[src/rtl/instr_decode_pipe.sv]
// RV32 instruction field/immediate decoder feeding a DEPTH-entry output FIFO.
// Latency: one cycle from accept into an empty FIFO to out_valid.
// Backpressure: in_ready from registered occupancy only; DECODE_ILLEGAL_EN adds illegal-encoding flag.
module instr_decode_pipe #(
  parameter int XLEN  = 32,
  parameter int DEPTH = 2
) (
  input  logic            clk,
  input  logic            rst_n,
  input  logic            flush,
  input  logic            in_valid,
  output logic            in_ready,
  input  logic [31:0]     in_instr,
  output logic            out_valid,
  input  logic            out_ready,
  output logic [6:0]      out_opc,
  output logic [2:0]      out_func3,
  output logic [6:0]      out_func7,
  output logic [4:0]      out_rs1,
  output logic [4:0]      out_rs2,
  output logic [4:0]      out_rd,
  output logic [XLEN-1:0] out_imm,
  output logic [2:0]      out_imm_type,
  output logic            out_illegal
);

  localparam int PW = $clog2(DEPTH);
  localparam int CW = PW + 1;

  localparam logic [2:0] T_R  = 3'd0;
  localparam logic [2:0] T_I  = 3'd1;
  localparam logic [2:0] T_SH = 3'd2;
  localparam logic [2:0] T_S  = 3'd3;
  localparam logic [2:0] T_B  = 3'd4;
  localparam logic [2:0] T_U  = 3'd5;
  localparam logic [2:0] T_J  = 3'd6;

  typedef struct packed {
    logic [6:0]      opc;
    logic [2:0]      func3;
    logic [6:0]      func7;
    logic [4:0]      rs1;
    logic [4:0]      rs2;
    logic [4:0]      rd;
    logic [XLEN-1:0] imm;
    logic [2:0]      imm_type;
`ifdef DECODE_ILLEGAL_EN
    logic            illegal;
`endif
  } rec_t;

  logic [2:0]      raw_type;
  logic [2:0]      dec_type;
  logic [XLEN-1:0] dec_imm;
  logic            dec_illegal;
  rec_t            dec;

  always_comb begin
    raw_type = T_R;
    case (in_instr[6:0])
      7'b0110011:                         raw_type = T_R;
      7'b0000011, 7'b1100111, 7'b1110011: raw_type = T_I;
      7'b0010011: raw_type = (in_instr[14:12] == 3'b001 || in_instr[14:12] == 3'b101) ? T_SH : T_I;
      7'b0100011:                         raw_type = T_S;
      7'b1100011:                         raw_type = T_B;
      7'b0110111, 7'b0010111:             raw_type = T_U;
      7'b1101111:                         raw_type = T_J;
      default:                            raw_type = T_R;
    endcase
  end

`ifdef DECODE_ILLEGAL_EN
  // Unlisted opcodes are exactly those that fall to R without being the R opcode.
  assign dec_illegal = (in_instr[1:0] != 2'b11) ||
                       (raw_type == T_R && in_instr[6:0] != 7'b0110011) ||
                       (in_instr == 32'h0);
`else
  assign dec_illegal = 1'b0;
`endif

  assign dec_type = dec_illegal ? T_R : raw_type;

  always_comb begin
    dec_imm = '0;
    case (dec_type)
      T_I:  dec_imm = XLEN'($signed(in_instr[31:20]));
      T_SH: dec_imm = (XLEN == 32) ? XLEN'(in_instr[24:20]) : XLEN'(in_instr[25:20]);
      T_S:  dec_imm = XLEN'($signed({in_instr[31:25], in_instr[11:7]}));
      T_B:  dec_imm = XLEN'($signed({in_instr[31], in_instr[7], in_instr[30:25],
                                     in_instr[11:8], 1'b0}));
      T_U:  dec_imm = XLEN'($signed({in_instr[31:12], 12'b0}));
      T_J:  dec_imm = XLEN'($signed({in_instr[31], in_instr[19:12], in_instr[20],
                                     in_instr[30:21], 1'b0}));
      default: dec_imm = '0;
    endcase
  end

  always_comb begin
    dec          = '0;
    dec.opc      = in_instr[6:0];
    dec.func3    = in_instr[14:12];
    dec.func7    = in_instr[31:25];
    dec.rs1      = in_instr[19:15];
    dec.rs2      = in_instr[24:20];
    dec.rd       = in_instr[11:7];
    dec.imm      = dec_imm;
    dec.imm_type = dec_type;
`ifdef DECODE_ILLEGAL_EN
    dec.illegal  = dec_illegal;
`endif
  end

  rec_t          mem [DEPTH];
  logic [PW-1:0] wr_ptr;
  logic [PW-1:0] rd_ptr;
  logic [CW-1:0] count;
  logic          rdy_en;
  logic          push;
  logic          pop;

  // rdy_en keeps in_ready low while in reset even though count is already 0.
  assign in_ready  = rdy_en && (count < CW'(DEPTH));
  assign out_valid = (count != '0);
  assign push      = in_valid && in_ready;
  assign pop       = out_valid && out_ready;

  always_ff @(posedge clk or negedge rst_n) begin
    if (!rst_n) begin
      wr_ptr <= '0;
      rd_ptr <= '0;
      count  <= '0;
      rdy_en <= 1'b0;
    end else begin
      rdy_en <= 1'b1;
      if (flush) begin
        wr_ptr <= '0;
        rd_ptr <= '0;
        count  <= '0;
      end else begin
        if (push) wr_ptr <= wr_ptr + 1'b1;
        if (pop)  rd_ptr <= rd_ptr + 1'b1;
        case ({push, pop})
          2'b10:   count <= count + 1'b1;
          2'b01:   count <= count - 1'b1;
          default: count <= count;
        endcase
      end
    end
  end

  always_ff @(posedge clk) begin
    if (push && !flush) mem[wr_ptr] <= dec;
  end

  rec_t head;
  assign head         = mem[rd_ptr];
  assign out_opc      = head.opc;
  assign out_func3    = head.func3;
  assign out_func7    = head.func7;
  assign out_rs1      = head.rs1;
  assign out_rs2      = head.rs2;
  assign out_rd       = head.rd;
  assign out_imm      = head.imm;
  assign out_imm_type = head.imm_type;
`ifdef DECODE_ILLEGAL_EN
  assign out_illegal  = head.illegal;
`else
  assign out_illegal  = 1'b0;
`endif

endmodule

[config.mk]
export PLATFORM = sky130hd
export DESIGN_NAME = instr_decode_pipe
export DESIGN_NICKNAME = d
export VERILOG_FILES = /design/src/rtl/instr_decode_pipe.sv
export SDC_FILE = /design/constraint.sdc
export NUM_CORES = 1
export LEC_CHECK = 0
export CORE_AREA = 8 8 141 116
export DETAILED_ROUTE_END_ITERATION = 10
export DIE_AREA = 0 0 149 124
export GPL_TIMING_DRIVEN = 0
export PLACE_DENSITY = 0.7
export SYNTH_ARGS = -nofsm -noshare
export SYNTH_HDL_FRONTEND = slang
export SYNTH_SLANG_ARGS = --single-unit
[constraint.sdc]
create_clock -name clk -period 5.9 [get_ports clk]
set_input_delay 0.59 -clock clk [delete_from_list [all_inputs] [get_ports clk]]
set_output_delay 0.59 -clock clk [all_outputs]
set_load 0.005 [all_outputs]
==> run metrics <==
commonest non-fill, non-tap cell in the layout=edfxtp_1; hpwl dp=9490 um; post-synthesis adder-cell area fraction=0%; number of synthesized flops with an enable pin=134; Final GP Congestion=0.844; CTS tree=yes; Initial Utilization=42.1%; FFs w/ async S/R, synth=3.60%; Syn Inst Count=350; Post-Syn Area=5920 um2; clock root cell=clkbuf_16; overall die height=124 um; crit path from=rd_ptr$_DFFE_PN0P_; area growth from synthesis to layout=33.5%; setup violators final=0; first-pass GRT wire length=20100 um; flop-to-flop setup slack=3570 ps; Vias=3472; WP data required=5310 ps; Cell variety after synth=53; die area=18500 um2; Least-Margin Pin Slew=1010 ps; critical path type=flip-flop to output port; max cap viols=0; initial antenna violation count=0; Seq pwr share=48.3%; # port buffers=105; GRT Overall Usage=14.6%; Longest Clk Path Bufs=2; Post-DRT Antenna Nets=0; main combinational cell family by area after synthesis=multiplexers; top sig layer=met4; Hold Worst Slack=406 ps; setup TNS=0 ps; Comb power frac=8.7%; # H-tree levels=4; clock share of power=43.0%; multiplexer area fraction after synthesis=12.8%; hold crit path type=input pin to asynchronous set/reset pin; core area=14100 um2; Worst Path Max Fanout=10; final worst-path cycle share=52.0%; Critical Path End Type=output port; clock buffer count from CTS=17; Placed Area=7350 um2; Iter 0 DRT Violations=241; cell internal pwr=1.83 mW; RR Startpoint=count[1]$_DFFE_PN0P_; syn_area_per_cell=16.9 um2; pin count of the biggest net entering global routing=20; Finished Core Util=56.2%; RSZ-0062 raised after global routing=false; post-CTS setup buffers=0; Reg-to-Reg End=mem[0][44]$_DFFE_PP_; drt via density=5.10; routed wire length per instance=19.5 um; met1 wire length=5960 um; final wirelength=13300 um; Clock Skews=5.58 ps; WP data arrival=2480 ps; DR WL met3=827 um; XOR/XNOR share of the synthesized area=0.592%; Pre-antenna DRT Iters=4; vias in the first global route=3657; Rows=39; Slew Viols, Final=0; main flop type after synthesis=edfxtp_1; I/O pin count=107; clock slew at reported path FFs=50 ps; status=finished, final reports clean; Skew-Pair Late Insertion Delay=410 ps; post-CTS sizing=0; startpoint types=flip-flop; R2R depth=5; Seq/Total Area, Yosys=70.1%; simple-gate share of the synthesized area=6.83%; Die Wd=149 um; Pwr Density=290 nW/um2; final hold vios=0; total congestion overflow=0; design area=7900 um2; proportion of layout cells with a drive suffix above 1=29.8%; Max-slew headroom=32.5%; met2 wire len=6330 um; number of nets in the layout=521; CTS Sinks=139; commonest non-fill, non-tap cells in the layout=edfxtp_1 (134), clkdlybuf4s50_1 (105), mux2_2 (67); Max VDD drop=0.196 mV; switching pwr=0.462 mW; leakage power=2.80 nW; Switching Share=20.2%; Tmin final=3070 ps; Compound-Gate Fraction of Synth Area=7.21%; achievable frequency=0.326 GHz; number of hold buffers added after CTS=0; synth warn=0; Post-Syn Nets=387; number of synthesized register bits=139; DRC viols=0; diode count=0
[how the worst max path moves through the flow]
stage | end | slack [ps]
3_3_place_gp | mem[0][28]$_DFFE_PP_ | -3110
5_1_grt | out_rs2[0] | 2670
6_report | out_rs2[3] | 2830
2_1_floorplan | mem[0][0]$_DFFE_PP_ | 40
4_1_cts | out_rs2[3] | 2750
3_5_place_dp | mem[0][44]$_DFFE_PP_ | 3060
[sequential cells by signal, indices dropped and copies added (netlist names)]
name    cells
rd_ptr      1
wr_ptr      1
mem       134
rdy_en      1
count       2
[layer usage]
| metal | GRT usage, % | up-vias |
|---|---|---|
| met4 | 6.54 | 0 |
| met1 | 18.1 | 1731 |
| met3 | 4.94 | 15 |
| li1 | - | 1629 |
| met5 | 0 | - |
| met2 | 23.2 | 97 |
[power groups by stage]
stage                     Combinational, mW  Clock (mW)  Sequential (mW)
after CTS                             0.201        1.01             1.11
after global placement                0.190           0             1.13
after global routing                  0.212        1.04             1.11
after detailed placement              0.200           0             1.13
after floorplan                      0.0829           0             1.13
final                                 0.198       0.984             1.11
[Yosys cell counts, types with 4 or more instances]
master	instances	share of area [%]
a22o_1	4	0.59
o211ai_2	11	2.3
mux2_2	67	13
buf_2	9	0.76
edfxtp_1	134	68
buf_6	4	0.76
nand3_1	11	0.93
nand2_1	19	1.2
nor2_1	10	0.63
dfrtp_1	5	2.1
a21boi_1	7	0.89
o21ai_1	9	0.76
[final cells by class]
| type | instances | area [um2] |
|---|---|---|
| clock buffer | 23 | 448 |
| inverter | 3 | 11.3 |
| clock inverter | 9 | 97.6 |
| sequential | 139 | 4150 |
| multi-input combinational | 190 | 1640 |
| buffer | 18 | 128 |
| tap | 184 | 230 |
| fill | 1113 | 6150 |
| timing repair buffer | 115 | 1190 |
[critical path: stages, from the launching register on]
cell and delay (ps):
dfrtp_1 340, clkbuf_1 210, buf_2 320, buf_2 360, mux2_2 370, clkdlybuf4s50_1 460
[per-stage QoR]
step | setup WS (ps) | power, mW | instances
6_report | 2830 | 2.29 | 681
2_1_floorplan | 38.2 | 1.21 | 350
5_1_grt | 2670 | 2.36 | 681
4_1_cts | 2750 | 2.32 | 681
3_5_place_dp | 3060 | 1.33 | 649
3_3_place_gp | -3110 | 1.32 | 639
[cell families after synthesis]
group,count (synthesis)
buffers and inverters,21
DFF,139
xor gates and xnor gates,4
other,2
muxes,67
AOI/OAI and AO/OA,48
and+or+nand+nor,69
Power figures use the tool's default switching activity.
